[src/rtl/camera_scroll_ctrl.sv]
// Horizontal camera scroll controller: edge-to-edge sweep with timed pauses at
// the bounds, a dead-zoned follow mode and a freeze mode, all paced by frame_tick.
module camera_scroll_ctrl #(
  parameter int W           = 10,
  parameter int X_MIN       = 10,
  parameter int X_MAX       = 639,
  parameter int HALF_W      = 4,
  parameter int CENTER      = 40,
  parameter int STEP        = 1,
  parameter int DEADZONE    = 16,
  parameter int HOLD_FRAMES = 30
) (
  input  logic         Clk,
  input  logic         Reset,
  input  logic         frame_tick,
  input  logic [1:0]   mode,
  input  logic [W-1:0] target_x,
  output logic [W-1:0] cam_x,
  output logic [1:0]   direction_cam,
  output logic         at_edge
);

  localparam int LO    = X_MIN + HALF_W;
  localparam int HI    = X_MAX - HALF_W;
  localparam int CNT_W = (HOLD_FRAMES < 1) ? 1 : $clog2(HOLD_FRAMES + 1);

  localparam logic signed [W:0] LO_S    = (W+1)'(LO);
  localparam logic signed [W:0] HI_S    = (W+1)'(HI);
  localparam logic signed [W:0] STEP_S  = (W+1)'(STEP);
  localparam logic signed [W:0] DZ_P    = (W+1)'(DEADZONE);
  localparam logic signed [W:0] DZ_N    = (W+1)'(-DEADZONE);
  localparam logic [W-1:0]      LO_U    = W'(LO);
  localparam logic [W-1:0]      HI_U    = W'(HI);
  localparam logic [W-1:0]      CENTER_U = W'(CENTER);
  localparam logic [CNT_W-1:0]  HOLD_CNT = CNT_W'(HOLD_FRAMES);

  localparam logic [1:0] DIR_L    = 2'b00;
  localparam logic [1:0] DIR_R    = 2'b01;
  localparam logic [1:0] DIR_STOP = 2'b10;

  typedef enum logic [2:0] {MOVE_L, MOVE_R, PAUSE, FOLLOW, HOLD} state_t;

  state_t             state, state_nxt, eff;
  logic [W-1:0]       cam_nxt;
  logic [1:0]         dir_nxt;
  logic [CNT_W-1:0]   cnt, cnt_nxt;
  logic               resume, resume_nxt;
  logic signed [W:0]  cam_s, dec_s, inc_s, err_s;

  function automatic logic [W-1:0] sat_lo(input logic signed [W:0] v);
    if (v <= LO_S) return LO_U;
    return v[W-1:0];
  endfunction

  function automatic logic [W-1:0] sat_hi(input logic signed [W:0] v);
    if (v >= HI_S) return HI_U;
    return v[W-1:0];
  endfunction

  // One bit of headroom keeps every sum and difference from wrapping
  assign cam_s = $signed({1'b0, cam_x});
  assign dec_s = cam_s - STEP_S;
  assign inc_s = cam_s + STEP_S;
  assign err_s = $signed({1'b0, target_x}) - cam_s;

  always_comb begin
    state_nxt  = state;
    cam_nxt    = cam_x;
    dir_nxt    = direction_cam;
    cnt_nxt    = cnt;
    resume_nxt = resume;

    // Mode takes effect on the very tick it is sampled
    eff = state;
    if (mode[1])
      eff = HOLD;
    else if (mode[0])
      eff = FOLLOW;
    else if (state == FOLLOW || state == HOLD)
      eff = resume ? MOVE_R : MOVE_L;

    if (frame_tick) begin
      state_nxt = eff;
      case (eff)
        MOVE_L: begin
          if (dec_s <= LO_S) begin
            cam_nxt    = LO_U;
            cnt_nxt    = HOLD_CNT;
            resume_nxt = 1'b1;
            state_nxt  = PAUSE;
            dir_nxt    = DIR_STOP;
          end else begin
            cam_nxt = dec_s[W-1:0];
            dir_nxt = DIR_L;
          end
        end
        MOVE_R: begin
          if (inc_s >= HI_S) begin
            cam_nxt    = HI_U;
            cnt_nxt    = HOLD_CNT;
            resume_nxt = 1'b0;
            state_nxt  = PAUSE;
            dir_nxt    = DIR_STOP;
          end else begin
            cam_nxt = inc_s[W-1:0];
            dir_nxt = DIR_R;
          end
        end
        PAUSE: begin
          dir_nxt = DIR_STOP;
          if (cnt == '0) begin
            if (resume) begin
              cam_nxt   = sat_hi(inc_s);
              state_nxt = MOVE_R;
              dir_nxt   = DIR_R;
            end else begin
              cam_nxt   = sat_lo(dec_s);
              state_nxt = MOVE_L;
              dir_nxt   = DIR_L;
            end
          end else begin
            cnt_nxt = cnt - CNT_W'(1);
          end
        end
        FOLLOW: begin
          dir_nxt = DIR_STOP;
          if (err_s > DZ_P) begin
            resume_nxt = 1'b1;
            if (cam_x != HI_U) begin
              cam_nxt = sat_hi(inc_s);
              dir_nxt = DIR_R;
            end
          end else if (err_s < DZ_N) begin
            resume_nxt = 1'b0;
            if (cam_x != LO_U) begin
              cam_nxt = sat_lo(dec_s);
              dir_nxt = DIR_L;
            end
          end
        end
        default: dir_nxt = DIR_STOP;
      endcase
    end
  end

  always_ff @(posedge Clk or posedge Reset) begin
    if (Reset) begin
      state         <= MOVE_L;
      cam_x         <= CENTER_U;
      direction_cam <= DIR_L;
      cnt           <= '0;
      resume        <= 1'b0;
    end else begin
      state         <= state_nxt;
      cam_x         <= cam_nxt;
      direction_cam <= dir_nxt;
      cnt           <= cnt_nxt;
      resume        <= resume_nxt;
    end
  end

  assign at_edge = (cam_x == LO_U) || (cam_x == HI_U);

endmodule

[config.mk]
export PLATFORM = sky130hd
export DESIGN_NAME = camera_scroll_ctrl
export DESIGN_NICKNAME = d
export VERILOG_FILES = /design/src/rtl/camera_scroll_ctrl.sv
export SDC_FILE = /design/constraint.sdc
export NUM_CORES = 1
export LEC_CHECK = 0
export CORE_MARGIN = 4
export CORE_UTILIZATION = 63
export DETAILED_ROUTE_END_ITERATION = 7
export PLACE_DENSITY = 0.87
export SLEW_MARGIN = 20
export SYNTH_ARGS = -nofsm -noshare
export SYNTH_HDL_FRONTEND = slang
export SYNTH_SLANG_ARGS = --single-unit
[constraint.sdc]
create_clock -name Clk -period 9.3 [get_ports Clk]
set_input_delay 2.79 -clock Clk [delete_from_list [all_inputs] [get_ports Clk]]
set_output_delay 2.79 -clock Clk [all_outputs]
set_load 0.02 [all_outputs]
[Word level (Yosys, flattened, before mapping)]
Index checks and enable logic that the tools add are counted.
Operators by class
  add/subtract/negate cells: 4
  $mul: 0
  divide/modulo/power cells: 0
  $lt $le $gt $ge: 4
  eq/ne operators: 16
  shift-type cells: 0
  muxes and demuxes: 60
  bitwise operators: 0
  reduce and logical (&&, ||, !) cells: 10
Operators with widths (count)
  $mux W10: 14
  $pmux W10 S4: 1
  $mux W1: 25
  $mux W3: 6
  $mux W5: 3
  $pmux W5 S3: 1
  $mux W2: 7
  $add A10 B1 Y11 const B: 1
  $ge A11 B11 Y1 const B: 1
  $gt A11 B6 Y1 const B: 1
  $le A11 B5 Y1 const B: 1
  $lt A11 B5 Y1 const B: 1
  $sub A10 B1 Y11 const B: 1
  $sub A10 B10 Y11: 1
  $eq A10 B10 Y1 const B: 1
  $eq A10 B4 Y1 const B: 1
  $ne A10 B10 Y1 const B: 1
  $ne A10 B4 Y1 const B: 1
  $reduce_and A5 Y1: 2
  $eq A3 B2 Y1 const B: 3
  $ne A3 B3 Y1 const B: 3
  $pmux W3 S3: 1
  $ne A2 B2 Y1 const B: 4
  $pmux W2 S4: 1
  10 further kinds: 12
Storage, ports and cells
  register bits after elaboration: 21
  bits in latches: 0
  RAM bits: 0
  bits in read-only memories: 0
  input bits: 15
  output and inout bits: 13
  logic and storage cells: 99
  memories kept: 0

[Logic depth before layout (Yosys ltp)]
Gate-level depths: netlist of run 1.
  depth after elaboration: 13
  depth in mapped cells: 14
  gate-level depth less buffers: 13

[Worst setup path after synthesis of run 1]
No wires, ideal clock.
  path kind: input to register
  start point: input target_x[0]
  end point: register cam_x[2]
  library setup time: 0.131 ns
  arrival: 5.414 ns
  data required time: 9.169 ns
  setup slack: 3.755 ns
  cell stages on the path: 14
  buffers on the path: 1
  cell sequence: inv_1 > ha_1 > inv_1 > fa_1 > a211oi_4 > o211ai_1 > a41o_1 > and2_4 > nor4_4 > a21oi_2 > or2_0 > buf_6 > a2111oi_4 > a21oi_1
On the way
  longest elaborated chain between the ends: 4
  elaborated cells between the ends (all ways): 9
  those cells by class: 1 x add/sub; 2 x order compare; 3 x eq/ne; 2 x mux; 1 x reduce/logical
RTL lines
  start: declaration: line 17  | input logic [W-1:0] target_x,
  $sub A10 B10 Y11 *: line 64  | assign err_s = $signed({1'b0, target_x}) - cam_s;
  $gt A11 B6 Y1 or $lt A11 B5 Y1 (tied branches): line 127, 133
  $ne A3 B3 Y1 (no line) or $mux W10 (tied branches)
  $reduce_and A6 Y1 (no line) or $pmux W10 S4 (tied branches)
  end signal: assignment: line 155  | cam_x <= cam_nxt;
  end: declaration: line 18  | output logic [W-1:0] cam_x,
Mark *: on every way between the ends. The rest lies on a longest branch, timed or not.
A chain may end at the register's enable or synchronous reset.

[Final worst setup path of run 1]
Ends and elaborated chain as after synthesis.

==> results of run 1 <==
## final cells by class
cell class	instances	area, um^2
repair buffers	29	285
flip-flops and latches	21	528
multi-input cells	277	1990
well taps	50	62.6
inverters	27	101
fillers	335	1110
clock buffers	4	45.0
## report_power, final
part	internal, W	switching, W
combinational	0.000233	0.000337
sequential	0.000120	0.0000736
clock	0.0000305	0.0000312
## registers in the layout (all words and copies together) (netlist names)
signal,cells
cam_x,10
cnt,5
state,3
direction_cam,2
resume,1
## path summary, 6_finish.rpt
| path | from | to | slack, ns | cells past startpoint |
|---|---|---|---|---|
| max reg2reg | cam_x[0] | cam_x[2] | 5.50 | 12 |
| max in group asynchronous | Reset | cam_x[7] | 5.77 | 2 |
| min reg2reg | direction_cam[1] | direction_cam[1] | 0.54 | 1 |
| max | target_x[0] | cam_x[2] | 3.25 | 14 |
| min in group asynchronous | Reset | direction_cam[0] | 3.00 | 2 |
| min | direction_cam[1] | direction_cam[1] | 0.54 | 1 |
## stage by stage
stage / total power [W] / utilization, % / worst slack (ns)
after floorplan: 0.000627 / - / 3.76
after global placement: 0.000736 / 72.0 / 3.16
after detailed placement: 0.000749 / 72.0 / 3.03
after CTS: 0.000814 / 73.1 / 3.31
after global routing: 0.000893 / 73.1 / 3.11
final: 0.000825 / 73.1 / 3.25
## cell usage in the layout, fill, tap and decap left out, types with 4 or more instances in the layout
master,count
clkdlybuf4s50_1,27
o211ai_1,8
o21bai_1,4
nand2_1,26
a31oi_1,5
nand2b_1,7
o31ai_1,7
dfrtp_1,19
o21ai_0,15
a211oi_1,9
or2_2,4
nor2b_1,4
o22ai_1,4
nor2_1,25
a21oi_1,22
and3_1,4
ha_1,15
xnor2_1,7
mux2i_1,5
inv_1,26
nor4_1,5
o21ai_1,4
nand4_1,8
nand3_1,8
nor3_1,8
## per-layer routing
metal / up-vias / global-route usage (%)
li1: 1332 / -
met1: 1325 / 41.2
met2: 146 / 40.4
met3: 11 / 5.14
met4: 0 / 4.83
met5: - / 0
## cells by family (layout without fill, tap and decap cells)
family,Yosys count,after routing,share of synthesized area [%]
buf+inv,47,60,8.93
xor+xnor,10,10,3.17
mux,5,5,1.81
compound gates,119,119,32.7
simple gates,127,127,26.7
fa+ha+maj,16,16,7.52
flops,21,21,19.1
==> results.toml, run 1 <==
[status]
status = "finished, final reports clean"

[placement]
dp_cells = 404
hpwl_mm = 5.27
place_area_um2 = 2960
port_buffers = 27
place_congestion = 0.876

[synthesis]
synth_nets = 376
synth_ff_type = "dfrtp_1"
synth_common_cells = "inv_1 (26), nand2_1 (26), nor2_1 (25)"
synth-seq-area-share_pct = 19.1
synth_cells = 345
synth_edf_count = 0
synth_warnings = 0
yosysTopAreaCellShare_pct = 17.2
syn_area_per_cell_um2 = 8.00
async_reset_ff_share_pct = 100
synthTopCellsByArea = "dfrtp_1 (17%), ha_1 (6.8%), a21oi_1 (4.0%)"
yosys.area.top_type = "dfrtp_1"
netlist_area_um2 = 2760
synth_cell_types = 80
synth_seq_cells = 21

[setup_path]
worstSetupPathType = "primary input to register"
crit_path_max_fanout = 10
slowest_stage = "fa_1"
end_kind = "register"
critPathTopFamily = "compound AO/OA/AOI/OAI gates"
path_buf_inv = 3
crit_top_cell = "inv_1"
max_stage_delay_ns = 0.45
crit_chain = "clkdlybuf4s50_1 > inv_1 > ha_1 > inv_1 > fa_1 > a211oi_4 > o211ai_1 > a41o_1 > and2_4 > nor4_4 > a21oi_2 > or2_0 > a2111oi_4 > a21oi_1"
required_ns = 9.44
crit_path_start_kind = "primary input"
critPathArrivalTime_ns = 6.19

[clock_network]
cts-root-buf = "clkbuf_8"
clock_path_buffers = 2
hold_buffers = 0
cts_max_level = 1
cts-resized-gates = 0
clock_latency_ns = 0.26
tritoncts = "yes"
post_cts_buffers = 0
clk_pin_slew_ns = 0.08
numCtsBuffers = 3
clkSinkCount = 21

[sta]
fin_crit_sh_pct = 65.0
slew_headroom_pct = 42.6
rsz0062_at_grt = "no"
fin_skew_ns = 0.00630
report.final.slew_viol_count = 0
setup_viol = 0
whs_ns = 0.543
max_freq_mhz = 165
hold_viol = 0
tightest_slew_ns = 0.860
fin_tns_setup_ns = 0
post-route-min-period_ns = 6.05

[global_routing]
grt_max_degree = 22
first_global_vias = 2531
antenna_found_initial = 0
grt_pass1_wl_mm = 11.9
grt_overflow = 0
grt.total_usage_pct = 27.1

[drt]
vias = 2814
wl_mm = 7.05
avgViaCountPerCell = 6.90
firstDrtPassIters = 5
initialDrtViolationCount = 300
dr_wl_met3_um = 568
top_layer_used = "met4"
met2_length_mm = 3.24
routedWlPerCell_um = 17.3
drc_errors = 0
wl_met1_mm = 3.19
ant_nets = 0

[cells_and_area]
stdcell_area_um2 = 3010
syn2layout_area_growth_pct = 8.98
final_nets = 390
layout.cells.non_filler = 408
diodes = 0
drive_above_1_share_pct = 8.10

[die]
fp.coreArea_um2 = 4120
rows = 23
die_area_um2 = 5500
die_w_um = 74.2
initial_utilization_pct = 67.1
fp.dieH_um = 74.2
ios = 28

[power_and_ir_drop]
peakVddDrop_uv = 149
powerDensity_nw_per_um2 = 274
power_leakage_nw = 1.16

[run]
max_cap_viol_count = 0

[worst_hold_path]
hold_path_class = "register to register"
(Power assumes the default switching activity.)
==> inputs of run 2 (changes only) <==
CORE_UTILIZATION = 58   (was 63)
PLACE_DENSITY = 0.81   (was 0.87)
clock period = 6.24 ns   (was 9.3 ns; I/O delays follow)
==> run 2 against run 1 <==
Compared with the run above:
- core utilization down 5.8 points
- largest cell class unchanged
- sequential share of layout area hardly changed
- largest power group unchanged
- clock-buffer cell count fell by 1
- global-route usage down 3.0 points
- register-to-register slack worse by 3.1 ns
- cell count grew 0.49%
- first-iteration DRC count rose by 11%
- sequential power is 49% higher
- combinational power grew 48%
- routed wire length down 1.6%
==> results.toml, run 2 (synthesis results as in run 1) <==
[sta]
post-route-min-period_ns = 5.10
tightest_slew_ns = 0.823
report.final.slew_viol_count = 0
slew_headroom_pct = 45.1
fin_tns_setup_ns = 0
setup_viol = 0
hold_viol = 0
fin_skew_ns = 0.00292
fin_crit_sh_pct = 81.8
rsz0062_at_grt = "no"
max_freq_mhz = 196

[power_and_ir_drop]
powerDensity_nw_per_um2 = 408
power_leakage_nw = 1.16
peakVddDrop_uv = 251

[cells_and_area]
layout_commonest_cell = "clkdlybuf4s50_1"
syn2layout_area_growth_pct = 9.11
drive_above_1_share_pct = 8.38
top_register = "cam_x"
final_nets = 390
largestRegisters = "cam_x (10), cnt (5), state (3)"
final_cell_mix = "clkdlybuf4s50_1 (27), inv_1 (26), nand2_1 (26), nor2_1 (25), a21oi_1 (22)"
largest_reg_flops = 10
regArea_um2 = 528
utilization_pct = 67.3
multi_input_area_um2 = 1990
diodes = 0
fillers = 384

[clock_network]
hold_buffers = 0
clk_pin_slew_ns = 0.09
cts_max_level = 1
clkSinkCount = 21
post_cts_buffers = 0
cts-root-buf = "clkbuf_8"
clock_latency_ns = 0.28
cts-resized-gates = 0
numCtsBuffers = 3
clock_path_buffers = 2
tritoncts = "yes"

[placement]
hpwl_mm = 5.20
port_buffers = 27
place_congestion = 0.890

[drt]
avgViaCountPerCell = 6.66
ant_nets = 0
routedWlPerCell_um = 16.9
drc_errors = 0
initialDrtViolationCount = 333
wl_mm = 6.94
firstDrtPassIters = 6
vias = 2730

[global_routing]
grt_overflow = 0
grt_max_degree = 22
grt_pass1_wl_mm = 12.0
first_global_vias = 2600
antenna_found_initial = 0
grt.total_usage_pct = 24.1

[status]
status = "finished, final reports clean"

[setup_path]
critPathTopFamily = "compound AO/OA/AOI/OAI gates"
crit_path_start_kind = "primary input"
slowest_stage = "fa_1"
end_kind = "register"
critPathArrivalTime_ns = 5.26
max_stage_delay_ns = 0.44
worstSetupPathType = "primary input to register"
crit_path_max_fanout = 10
crit_top_cell = "inv_1"
path_buf_inv = 3
required_ns = 6.40
crit_chain = "clkdlybuf4s50_1 > inv_1 > ha_1 > inv_1 > fa_1 > a211oi_4 > o211ai_1 > a41o_1 > and2_4 > nor4_4 > a21oi_2 > or2_0 > a2111oi_4 > a21oi_1"

[die]
ios = 28
fp.coreArea_um2 = 4470
die_w_um = 77.0
die_area_um2 = 5930
fp.dieH_um = 77.0
initial_utilization_pct = 61.7
rows = 24

[run]
max_cap_viol_count = 0

[worst_hold_path]
hold_path_class = "register to register"
run 2: changes by cell type in the layout (fill, tap and decap cells not counted):
cell | previous run | this run
clkbuf_1 | 1 | 0
clkinv_2 | 0 | 1
run 2: report_power, final:
part           total (W)  leakage (nW)  internal (W)  switching (W)
Clock          0.0000973        0.0255     0.0000448      0.0000525
Combinational   0.000842         0.908      0.000345       0.000497
Sequential      0.000289         0.230      0.000179       0.000110
run 2: area by class of cell:
type	instances	area share (%)
tap	52	2.16
clock inverter	1	0.166
timing repair buffer	29	9.47
inverter	27	3.37
sequential	21	17.5
clock buffer	3	1.37
multi-input combinational	277	65.9
run 2: through the flow:
| step | hold WS [ns] | cell area [um^2] | total power (W) | worst slack (ns) | instances |
|---|---|---|---|---|---|
| detailed placement | 0.505 | 2970 | 0.00111 | 0.878 | 406 |
| CTS | 0.524 | 3010 | 0.00122 | 1.16 | 410 |
| global placement | 0.502 | 2970 | 0.00110 | 1.01 | 406 |
| finish | 0.521 | 3010 | 0.00123 | 1.14 | 410 |
| floorplan | 0.515 | 2760 | 0.000935 | 1.61 | 345 |
| global route | 0.545 | 3010 | 0.00133 | 0.960 | 410 |
run 2: worst paths after layout:
path | end | depth (start not counted) | startpoint | slack, ns
max | cam_x[2] | 14 | target_x[0] | 1.14
max in group asynchronous | cam_x[8] | 2 | Reset | 3.68
min in group asynchronous | cnt[4] | 2 | Reset | 2.06
min | direction_cam[1] | 1 | direction_cam[1] | 0.52
min reg2reg | direction_cam[1] | 1 | direction_cam[1] | 0.52
max reg2reg | cam_x[2] | 12 | cam_x[0] | 2.44
run 2: routing by layer:
layer	track usage (%)	vias up	wire length (um)
met1	32.5	1267	2980
met3	4.45	11	567
li1	-	1324	-
met5	0	-	0
met2	37.9	128	3270
met4	9.96	0	121
==> inputs of run 3 (changes only) <==
clock period = 5.3 ns   (was 6.24 ns; I/O delays follow)
==> run 3 against run 2 <==
Compared with the run above:
- core utilization unchanged
- sequential power is 18% higher
- clock power rose by 17%
- setup slack lost 0.59 ns
- combinational power rose by 17%
- final area unchanged
- sequential share of layout area is the same
- register-to-register slack got worse by 0.87 ns
- first-iteration DRC count fell by 19%
- largest power group unchanged
==> results.toml, run 3 (synthesis results as in run 1) <==
[status]
status = "finished, final reports clean"

[power_and_ir_drop]
peakVddDrop_uv = 319
power.internal_w = 0.000669
powerDensity_nw_per_um2 = 479
clock_power_share_pct = 7.9
netSwitchingFraction_pct = 53.6
p_sw_w = 0.000774
power_leakage_nw = 1.16
p_comb_share_pct = 68.5
p_seq_share_pct = 23.6

[cells_and_area]
top_register = "cam_x"
layout_commonest_cell = "clkdlybuf4s50_1"
drive_above_1_share_pct = 8.38
final_nets = 390
largest_reg_flops = 10
largestRegisters = "cam_x (10), cnt (5), state (3)"
utilization_pct = 67.3
fillers = 392
diodes = 0
syn2layout_area_growth_pct = 9.11
final_cell_mix = "clkdlybuf4s50_1 (27), inv_1 (26), nand2_1 (26), nor2_1 (25), a21oi_1 (22)"
stdcell_area_um2 = 3010

[sta]
tightest_slew_ns = 0.830
post-route-min-period_ns = 4.75
fin_crit_sh_pct = 89.7
report.final.slew_viol_count = 0
fin_skew_ns = 0.00473
hold_viol = 0
setup_viol = 0
max_freq_mhz = 210
fin_tns_setup_ns = 0
slew_headroom_pct = 44.6
rsz0062_at_grt = "no"

[setup_path]
r2r_start = "cam_x[0]"
end_kind = "register"
crit_path_max_fanout = 10
required_ns = 5.46
worst_r2r_endpoint = "cam_x[2]"
rrSetupSlack_ns = 1.57
reg2reg_depth = 12
critPathArrivalTime_ns = 4.91
crit_path_start_kind = "primary input"
worstSetupPathType = "primary input to register"

[drt]
initialDrtViolationCount = 270
avgViaCountPerCell = 6.68
wl_mm = 6.93
routedWlPerCell_um = 16.9
firstDrtPassIters = 5
drc_errors = 0
vias = 2738
ant_nets = 0

[die]
initial_utilization_pct = 61.7
die_area_um2 = 5930
rows = 24
die_w_um = 77.0
fp.dieH_um = 77.0
fp.coreArea_um2 = 4470
ios = 28

[clock_network]
cts_max_level = 1
post_cts_buffers = 0
clock_latency_ns = 0.27
tritoncts = "yes"
numCtsBuffers = 3
cts-resized-gates = 0
cts-root-buf = "clkbuf_8"
clock_path_buffers = 2
hold_buffers = 0
clk_pin_slew_ns = 0.09
clkSinkCount = 21

[placement]
port_buffers = 27
place_area_um2 = 2970
hpwl_mm = 5.25
place_congestion = 0.890

[global_routing]
grt_max_degree = 22
grt_pass1_wl_mm = 12.0
first_global_vias = 2587
grt.total_usage_pct = 24.4
grt_overflow = 0
antenna_found_initial = 0

[worst_hold_path]
min_path_cells = 1
hold_path_startpoint = "direction_cam[1]"
hold_end = "direction_cam[1]"
hold_path_class = "register to register"

[run]
max_cap_viol_count = 0
[run 3: cell counts in the layout (fill, tap and decap cells not counted)]
Identical to the previous run, type by type.
[run 3: metrics by stage]
step	total power [W]	hold slack (ns)	instances	setup slack, ns
after CTS	0.00143	0.524	410	0.543
after global placement	0.00129	0.502	406	0.351
after detailed placement	0.00132	0.505	406	0.248
after global routing	0.00157	0.545	410	0.300
after floorplan	0.00110	0.515	345	0.955
final	0.00144	0.519	410	0.546
[run 3: how the worst max path moves through the flow]
stage	from	cells after the start	slack, ns	end
after CTS	target_x[0]	14	0.54	cam_x[2]
final	target_x[0]	14	0.55	cam_x[2]
after global placement	target_x[0]	14	0.35	cam_x[2]
after floorplan	target_x[0]	14	0.96	cam_x[2]
after detailed placement	target_x[0]	14	0.25	cam_x[2]
after global routing	target_x[0]	14	0.30	cam_x[2]
[run 3: power by group through the flow]
| stage | clock network [W] | registers, W | logic [W] |
|---|---|---|---|
| after floorplan | 0 | 0.000305 | 0.000795 |
| after global placement | 0 | 0.000337 | 0.000956 |
| after detailed placement | 0 | 0.000340 | 0.000975 |
| after CTS | 0.000115 | 0.000337 | 0.000981 |
| after global routing | 0.000121 | 0.000355 | 0.00109 |
| final | 0.000114 | 0.000341 | 0.000989 |
[run 3: final cells by class]
class	instances	area, um^2	share of cell area [%]
tap	52	65.1	2.16
multi-input combinational	277	1990	65.9
clock inverter	1	5.00	0.166
inverter	27	101	3.37
sequential	21	528	17.5
timing repair buffer	29	285	9.47
clock buffer	3	41.3	1.37
[run 3: worst max-delay path, stage by stage]
cell,delay (ns)
clkdlybuf4s50_1,0.39
inv_1,0.06
ha_1,0.17
inv_1,0.06
fa_1,0.44
a211oi_4,0.30
o211ai_1,0.14
a41o_1,0.27
and2_4,0.17
nor4_4,0.32
a21oi_2,0.18
or2_0,0.41
a2111oi_4,0.36
a21oi_1,0.06
[run 3: routing by layer]
| metal | up-vias | GRT usage [%] | wire length [um] |
|---|---|---|---|
| met2 | 140 | 39.1 | 3270 |
| met5 | - | 0 | 0 |
| li1 | 1328 | - | - |
| met1 | 1257 | 32.6 | 2980 |
| met3 | 13 | 3.75 | 487 |
| met4 | 0 | 10.1 | 193 |
